<file path="config.mk">
export PLATFORM = sky130hd
export DESIGN_NAME = cnn_layer_sched_flat
export DESIGN_NICKNAME = d
export VERILOG_FILES = /design/src/rtl/cnn_sched_pkg.sv /design/src/rtl/cnn_layer_sched_if.sv /design/src/rtl/cnn_sched_delay_line.sv /design/src/rtl/cnn_layer_sched.sv /design/src/flat_wrapper.sv
export SDC_FILE = /design/constraint.sdc
export NUM_CORES = 1
export LEC_CHECK = 0
export BUFFER_PORTS_ARGS = -buffer_cell sky130_fd_sc_hd__buf_2
export CAP_MARGIN = 20
export CORE_ASPECT_RATIO = 1.1
export CORE_MARGIN = 4
export CORE_UTILIZATION = 50
export CTS_CLUSTER_SIZE = 14
export DETAILED_ROUTE_END_ITERATION = 10
export GPL_TIMING_DRIVEN = 0
export PLACE_DENSITY = 0.8
export SLEW_MARGIN = 20
export SYNTH_ARGS = -nofsm -noshare
export SYNTH_HDL_FRONTEND = slang
export SYNTH_SLANG_ARGS = --single-unit
</file>
<file path="constraint.sdc">
create_clock -name clk -period 3.41 [get_ports clk]
set_clock_uncertainty 0.2 [all_clocks]
set_input_delay 0.682 -clock clk [delete_from_list [all_inputs] [get_ports clk]]
set_output_delay 0.682 -clock clk [all_outputs]
set_load 0.01 [all_outputs]
</file>
<file path="src/rtl/cnn_sched_pkg.sv">
// Shared types and layer geometry for the 3x3 convolution layer scheduler.
package cnn_sched_pkg;

  localparam int IMG_W_D   = 32;
  localparam int IMG_H_D   = 32;
  localparam int K_D       = 3;
  localparam int NUM_KER_D = 8;

  localparam int OUT_W = IMG_W_D - K_D + 1;
  localparam int OUT_H = IMG_H_D - K_D + 1;
  localparam int NUM_W = NUM_KER_D * K_D * K_D;
  localparam int NUM_B = NUM_KER_D;

  typedef logic [4:0] coord_t;

  typedef enum logic [2:0] {IDLE, LOAD, SWEEP, DRAIN, DONE} state_e;

endpackage

</file>
<file path="src/rtl/cnn_layer_sched_if.sv">
// Scheduler <-> datapath/memory signal bundle. perf_stall exists only when
// CNN_SCHED_PERF_EN is defined.
interface cnn_layer_sched_if;
  import cnn_sched_pkg::*;

  logic       start;
  logic       busy;
  logic       done;
  logic       w_rd_en;
  logic [6:0] w_rd_addr;
  logic       b_rd_en;
  logic [2:0] b_rd_addr;
  logic       cfg_ld_en;
  logic       cfg_ld_bias;
  logic [6:0] cfg_ld_idx;
  logic       win_valid;
  logic       win_ready;
  coord_t     win_row;
  coord_t     win_col;
  logic       res_wr_en;
  coord_t     res_row;
  coord_t     res_col;
`ifdef CNN_SCHED_PERF_EN
  logic [15:0] perf_stall;
`endif

  modport master (
`ifdef CNN_SCHED_PERF_EN
    output perf_stall,
`endif
    input  start, win_ready,
    output busy, done, w_rd_en, w_rd_addr, b_rd_en, b_rd_addr,
    output cfg_ld_en, cfg_ld_bias, cfg_ld_idx,
    output win_valid, win_row, win_col, res_wr_en, res_row, res_col
  );

  modport slave (
`ifdef CNN_SCHED_PERF_EN
    input  perf_stall,
`endif
    output start, win_ready,
    input  busy, done, w_rd_en, w_rd_addr, b_rd_en, b_rd_addr,
    input  cfg_ld_en, cfg_ld_bias, cfg_ld_idx,
    input  win_valid, win_row, win_col, res_wr_en, res_row, res_col
  );

endinterface

</file>
<file path="src/rtl/cnn_sched_delay_line.sv">
// Fixed-depth shift of accepted window coordinates, mirroring datapath latency.
module cnn_sched_delay_line
  import cnn_sched_pkg::*;
#(
  parameter int STAGES = 4
) (
  input  logic   clk,
  input  logic   rst,
  input  logic   in_valid,
  input  coord_t in_row,
  input  coord_t in_col,
  output logic   out_valid,
  output coord_t out_row,
  output coord_t out_col,
  output logic   pending
);

  logic   [STAGES:1] vld_pipe;
  coord_t [STAGES:1] row_pipe;
  coord_t [STAGES:1] col_pipe;

  always_ff @(posedge clk or negedge rst) begin
    if (!rst) begin
      vld_pipe <= '0;
      row_pipe <= '0;
      col_pipe <= '0;
    end else begin
      vld_pipe[1] <= in_valid;
      row_pipe[1] <= in_row;
      col_pipe[1] <= in_col;
      for (int s = 2; s <= STAGES; s++) begin
        vld_pipe[s] <= vld_pipe[s-1];
        row_pipe[s] <= row_pipe[s-1];
        col_pipe[s] <= col_pipe[s-1];
      end
    end
  end

  assign out_valid = vld_pipe[STAGES];
  assign out_row   = row_pipe[STAGES];
  assign out_col   = col_pipe[STAGES];

  // Entries that will still be in flight after the next edge; the output
  // stage itself is excluded so DONE lands right after the last write.
  always_comb begin
    pending = 1'b0;
    for (int s = 1; s < STAGES; s++) pending = pending | vld_pipe[s];
  end

endmodule

</file>
<file path="src/rtl/cnn_layer_sched.sv">
// Single-layer 3x3 conv sequencer: weight/bias load, window raster sweep,
// result write tracking. Optional stall counter under CNN_SCHED_PERF_EN.
module cnn_layer_sched
  import cnn_sched_pkg::*;
#(
  parameter int IMG_W    = IMG_W_D,
  parameter int IMG_H    = IMG_H_D,
  parameter int K        = K_D,
  parameter int NUM_KER  = NUM_KER_D,
  parameter int PIPE_LAT = 4
) (
  input logic                clk,
  input logic                rst,
  cnn_layer_sched_if.master  bus
);

  localparam coord_t     LAST_COL = coord_t'(IMG_W - K);
  localparam coord_t     LAST_ROW = coord_t'(IMG_H - K);
  localparam logic [6:0] NW       = 7'(NUM_KER * K * K);
  localparam logic [6:0] W_LAST   = 7'(NUM_KER * K * K - 1);
  localparam logic [6:0] LD_LAST  = 7'(NUM_KER * K * K + NUM_KER - 1);

  state_e     state;
  logic [6:0] ld_cnt;
  logic [6:0] ld_nxt;
  logic       accept;
  logic       pending;

  assign ld_nxt = ld_cnt + 7'd1;
  assign accept = bus.win_valid & bus.win_ready;

  always_ff @(posedge clk or negedge rst) begin
    if (!rst) begin
      state           <= IDLE;
      ld_cnt          <= '0;
      bus.busy        <= 1'b0;
      bus.done        <= 1'b0;
      bus.w_rd_en     <= 1'b0;
      bus.w_rd_addr   <= '0;
      bus.b_rd_en     <= 1'b0;
      bus.b_rd_addr   <= '0;
      bus.cfg_ld_en   <= 1'b0;
      bus.cfg_ld_bias <= 1'b0;
      bus.cfg_ld_idx  <= '0;
      bus.win_valid   <= 1'b0;
      bus.win_row     <= '0;
      bus.win_col     <= '0;
    end else begin
      // Memory returns data one cycle after the strobe; tell the datapath then.
      bus.cfg_ld_en   <= bus.w_rd_en | bus.b_rd_en;
      bus.cfg_ld_bias <= bus.b_rd_en;
      bus.cfg_ld_idx  <= bus.b_rd_en ? 7'(bus.b_rd_addr) : bus.w_rd_addr;
      bus.done        <= 1'b0;
      case (state)
        IDLE: if (bus.start) begin
          state         <= LOAD;
          bus.busy      <= 1'b1;
          bus.w_rd_en   <= 1'b1;
          bus.w_rd_addr <= '0;
          ld_cnt        <= '0;
        end
        LOAD: begin
          ld_cnt <= ld_nxt;
          if (ld_cnt < W_LAST) begin
            bus.w_rd_addr <= ld_nxt;
          end else if (ld_cnt < LD_LAST) begin
            bus.w_rd_en   <= 1'b0;
            bus.w_rd_addr <= '0;
            bus.b_rd_en   <= 1'b1;
            bus.b_rd_addr <= 3'(ld_nxt - NW);
          end else begin
            bus.b_rd_en   <= 1'b0;
            bus.b_rd_addr <= '0;
            ld_cnt        <= '0;
            state         <= SWEEP;
            bus.win_valid <= 1'b1;
            bus.win_row   <= '0;
            bus.win_col   <= '0;
          end
        end
        SWEEP: if (bus.win_ready) begin
          if (bus.win_col == LAST_COL) begin
            bus.win_col <= '0;
            if (bus.win_row == LAST_ROW) begin
              bus.win_row   <= '0;
              bus.win_valid <= 1'b0;
              state         <= DRAIN;
            end else begin
              bus.win_row <= bus.win_row + 5'd1;
            end
          end else begin
            bus.win_col <= bus.win_col + 5'd1;
          end
        end
        DRAIN: if (!pending) begin
          state    <= DONE;
          bus.done <= 1'b1;
        end
        DONE: begin
          state    <= IDLE;
          bus.busy <= 1'b0;
        end
        default: state <= IDLE;
      endcase
    end
  end

  cnn_sched_delay_line #(.STAGES(PIPE_LAT)) u_res_dl (
    .clk       (clk),
    .rst       (rst),
    .in_valid  (accept),
    .in_row    (bus.win_row),
    .in_col    (bus.win_col),
    .out_valid (bus.res_wr_en),
    .out_row   (bus.res_row),
    .out_col   (bus.res_col),
    .pending   (pending)
  );

`ifdef CNN_SCHED_PERF_EN
  always_ff @(posedge clk or negedge rst) begin
    if (!rst)
      bus.perf_stall <= '0;
    else if (state == IDLE && bus.start)
      bus.perf_stall <= '0;
    else if (bus.win_valid && !bus.win_ready && bus.perf_stall != 16'hFFFF)
      bus.perf_stall <= bus.perf_stall + 16'd1;
  end
`endif

endmodule

</file>
<file path="src/flat_wrapper.sv">
// flat-port wrapper written by rule: the top's interface ports become plain ports
module cnn_layer_sched_flat import cnn_sched_pkg::*;
#(
  parameter int IMG_W    = IMG_W_D,
  parameter int IMG_H    = IMG_H_D,
  parameter int K        = K_D,
  parameter int NUM_KER  = NUM_KER_D,
  parameter int PIPE_LAT = 4
)
  (clk, rst, bus_start, bus_win_ready, bus_busy, bus_done, bus_w_rd_en, bus_w_rd_addr, bus_b_rd_en, bus_b_rd_addr, bus_cfg_ld_en, bus_cfg_ld_bias, bus_cfg_ld_idx, bus_win_valid, bus_win_row, bus_win_col, bus_res_wr_en, bus_res_row, bus_res_col);
  cnn_layer_sched_if bus_i ();
  input logic clk;
  input logic rst;
  input wire logic [$bits(bus_i.start)-1:0] bus_start;
  input wire logic [$bits(bus_i.win_ready)-1:0] bus_win_ready;
  output wire logic [$bits(bus_i.busy)-1:0] bus_busy;
  output wire logic [$bits(bus_i.done)-1:0] bus_done;
  output wire logic [$bits(bus_i.w_rd_en)-1:0] bus_w_rd_en;
  output wire logic [$bits(bus_i.w_rd_addr)-1:0] bus_w_rd_addr;
  output wire logic [$bits(bus_i.b_rd_en)-1:0] bus_b_rd_en;
  output wire logic [$bits(bus_i.b_rd_addr)-1:0] bus_b_rd_addr;
  output wire logic [$bits(bus_i.cfg_ld_en)-1:0] bus_cfg_ld_en;
  output wire logic [$bits(bus_i.cfg_ld_bias)-1:0] bus_cfg_ld_bias;
  output wire logic [$bits(bus_i.cfg_ld_idx)-1:0] bus_cfg_ld_idx;
  output wire logic [$bits(bus_i.win_valid)-1:0] bus_win_valid;
  output wire logic [$bits(bus_i.win_row)-1:0] bus_win_row;
  output wire logic [$bits(bus_i.win_col)-1:0] bus_win_col;
  output wire logic [$bits(bus_i.res_wr_en)-1:0] bus_res_wr_en;
  output wire logic [$bits(bus_i.res_row)-1:0] bus_res_row;
  output wire logic [$bits(bus_i.res_col)-1:0] bus_res_col;
  assign bus_i.start = bus_start;
  assign bus_i.win_ready = bus_win_ready;
  assign bus_busy = bus_i.busy;
  assign bus_done = bus_i.done;
  assign bus_w_rd_en = bus_i.w_rd_en;
  assign bus_w_rd_addr = bus_i.w_rd_addr;
  assign bus_b_rd_en = bus_i.b_rd_en;
  assign bus_b_rd_addr = bus_i.b_rd_addr;
  assign bus_cfg_ld_en = bus_i.cfg_ld_en;
  assign bus_cfg_ld_bias = bus_i.cfg_ld_bias;
  assign bus_cfg_ld_idx = bus_i.cfg_ld_idx;
  assign bus_win_valid = bus_i.win_valid;
  assign bus_win_row = bus_i.win_row;
  assign bus_win_col = bus_i.win_col;
  assign bus_res_wr_en = bus_i.res_wr_en;
  assign bus_res_row = bus_i.res_row;
  assign bus_res_col = bus_i.res_col;
  cnn_layer_sched #(.IMG_W(IMG_W), .IMG_H(IMG_H), .K(K), .NUM_KER(NUM_KER), .PIPE_LAT(PIPE_LAT)) u_core (.clk(clk), .rst(rst), .bus(bus_i));
endmodule
</file>
==> qor.csv <==
metric,value,unit
status,"complete, no violations",
die area,8370,µm²
port buffer count,48,
sequential-to-total area share from yosys stat,63.2,%
Boundary Pins,49,
worst vdd ir,422,µV
Post-synth top flop,dfrtp_1,
Max Cap Viol,0,
sequential power share,56.7,%
crit end category,register,
number of global-route vias before repair,2205,
pin count of the biggest net entering global routing,46,
Syn Area/Cell,13.6,µm²
Initial DRC Count,112,
Fill cells,539,
combinational share of power,15.7,%
post-synth cell types,62,
vias,2167,
"EDFF count, synth",0,
# DRC,0,
Gate Count Post-Synth,256,
Post-synth ARST share,100,%
CTS tree,built,
global-route wire length before repair,10800,µm
Internal,1.71,mW
htree depth,3,
Setup-failing EPs final,0,
f_max,480,MHz
Max Buffers Root-to-Sink,2,
DR vias/cell,5.38,
wire length per cell,15.7,µm
Die Wd,87.6,µm
layout cells sized above 1,33.3,%
YS warnings,0,
worst path arrival time,2.12,ns
Setup crit start kind,register,
"Clk Latency, worst-skew pair",0.35,ns
Final #Nets,325,
Total Routing Usage GR,16.9,%
clock power share,27.6,%
CTS Hold Bufs,0,
fin worst setup slack,1.33,ns
Hold Fails Final Rpt,0,
Tcrit/Tclk final,61.1,%
Total Wirelength,6320,µm
power per cell area,595,nW/µm²
unrepaired setup endpoints after global routing,no,
P_sw,0.686,mW
total CTS buffers,9,
GRT overflow,0,
CP Max Fanout,8,
row count,31,
worst hold path class,primary input to async pin,
Area growth syn-to-layout,15.8,%
Rel. slew slack,60.0,%
diode count,0,
minimum clock period,2.08,ns
DP Worst Slack,1.35,ns
Synth Register Bits,88,
Multi-input gate area,1090,µm²
total core area,6670,µm²
Sequential Area,2200,µm²
Worst-path clk slew,0.09,ns
root buffer selected by CTS,clkbuf_8,
Syn Std Cell Area,3480,µm²
initial core utilization,52.2,%
max-slew violation count,0,
antenna violations before repair,0,
die height,95.5,µm
setup_tns,0,ns
antenna-violating nets left,0,
Static Leakage,1.81,nW
Crit Path Category,register to register,
routability cong.,0.818,
required time of the critical path,3.45,ns
Net Sw Frac,28.6,%
Syn Nets,265,
CTS resizes,0,
Pre-Repair DR Iteration Count,5,
worst-margin pin slew,0.600,ns
dpl hpwl,4540,µm
"Setup Fix Bufs, Post-CTS",0,
Clock Sink Count,88,
[routing by layer]
| layer | track usage [%] | vias to the layer above | part of all wire [%] |
|---|---|---|---|
| met5 | 0 | - | 0 |
| met4 | 9.46 | 0 | 3.0 |
| met3 | 3.63 | 17 | 4.3 |
| met2 | 26.3 | 49 | 50 |
| met1 | 21.9 | 1070 | 43 |
| li1 | - | 1031 | - |
[cells in the final DEF, fill, tap and decap left out, types with 6 or more instances in the layout]
| master | netlist | routed |
|---|---|---|
| nand2_1 | 12 | 12 |
| nand3_1 | 12 | 12 |
| inv_1 | 7 | 7 |
| o31ai_1 | 7 | 7 |
| buf_4 | 13 | 14 |
| o2bb2ai_1 | 6 | 6 |
| nor2b_1 | 6 | 6 |
| clkbuf_8 | 0 | 9 |
| buf_2 | 2 | 49 |
| dfrtp_1 | 88 | 88 |
| nor2_1 | 8 | 8 |
[final cells by class]
cell class / instances / share of cell area, %
Sequential cell: 88 / 54.6
Multi-Input combinational cell: 139 / 27.0
Timing Repair Buffer: 49 / 6.52
Buffer: 22 / 4.07
Clock buffer: 9 / 3.07
Tap cell: 82 / 2.54
Clock inverter: 7 / 1.49
Inverter: 7 / 0.652
[cell families after synthesis]
| logic type | after synthesis | synth area share (%) |
|---|---|---|
| flops | 88 | 63.2 |
| simple gates | 71 | 12.4 |
| compound gates | 52 | 13.5 |
| buf+inv | 29 | 5.46 |
| xor+xnor | 6 | 1.73 |
| mux | 5 | 1.83 |
| fa+ha+maj | 5 | 1.80 |
[through the flow]
stage	total power, mW	instances	util [%]	area, µm²	hold slack, ns
final	2.40	403	60.4	4030	0.122
after floorplan	1.59	256	-	3480	0.131
after global routing	2.54	403	60.4	4030	0.151
after detailed placement	1.77	387	57.7	3850	0.135
after global placement	1.73	386	57.3	3820	0.131
after CTS	2.44	403	60.4	4030	0.130
[path summary, 6_finish.rpt]
kind	slack, ns	start	depth (start not counted)	end
hold / removal	0.12	rst	1	u_core.u_res_dl.vld_pipe[1]
max in group asynchronous	2.26	rst	2	u_core.bus.cfg_ld_idx[1]
hold reg to reg	0.15	u_core.u_res_dl.row_pipe[7]	0	u_core.u_res_dl.row_pipe[12]
setup / recovery	1.33	u_core.ld_cnt[3]	6	u_core.bus.win_row[0]
min in group clk	0.15	u_core.u_res_dl.row_pipe[7]	0	u_core.u_res_dl.row_pipe[12]
setup reg to reg	1.33	u_core.ld_cnt[3]	6	u_core.bus.win_row[0]
[cell usage after synthesis, drive strengths merged, types with 2 or more instances]
| library cell | count | area [µm²] |
|---|---|---|
| o21a | 2 | 15.0 |
| ha | 5 | 62.6 |
| nor3 | 2 | 10.0 |
| or3b | 2 | 20.0 |
| buf | 19 | 153 |
| xor2 | 3 | 33.8 |
| o2bb2ai | 6 | 52.6 |
| inv | 7 | 26.3 |
| nand2b | 3 | 26.3 |
| nand3 | 12 | 60.1 |
| o31ai | 8 | 73.8 |
| o41ai | 3 | 60.1 |
| or4 | 2 | 15.0 |
| a22o | 4 | 35.0 |
| xnor2 | 3 | 26.3 |
| and2 | 2 | 15.0 |
| nor2b | 6 | 37.5 |
| a21oi | 2 | 13.8 |
| o21ai | 9 | 45.0 |
| nor4 | 4 | 31.3 |
| clkbuf | 3 | 11.3 |
| a31oi | 2 | 12.5 |
| o211ai | 3 | 36.3 |
| and3 | 2 | 12.5 |
| nor2 | 9 | 36.3 |
| a21o | 3 | 22.5 |
| or3 | 3 | 18.8 |
| nor3b | 4 | 40.0 |
| dfrtp | 88 | 2200 |
| nand2 | 13 | 51.3 |
| mux2 | 5 | 63.8 |
| and4 | 3 | 26.3 |
[flip-flops by register name (all words and copies together), names as in the netlist, 3 cells and up]
name,count
u_core.ld_cnt,7
u_core.u_res_dl.col_pipe,15
u_core.bus.cfg_ld_idx,7
u_core.state,3
u_core.u_res_dl.vld_pipe,4
u_core.bus.w_rd_addr,7
u_core.u_res_dl.row_pipe,15
u_core.bus.b_rd_addr,3
u_core.u_res_dl.out_col,5
u_core.bus.win_col,5
u_core.bus.win_row,5
u_core.u_res_dl.out_row,5
[worst max-delay path, stage by stage, from the launching register on]
cell     delay, ns
dfrtp_1       0.37
buf_4         0.16
and4_1        0.15
buf_4         0.16
o31ai_4       0.36
and2_4        0.27
mux2_4        0.30
[power groups by stage]
stage / clock [mW] / combinational, mW / sequential (mW)
detailed placement: 0 / 0.382 / 1.39
global route: 0.733 / 0.413 / 1.39
finish: 0.662 / 0.377 / 1.36
floorplan: 0 / 0.214 / 1.37
global placement: 0 / 0.360 / 1.37
CTS: 0.686 / 0.384 / 1.37
(Power assumes the default switching activity.)
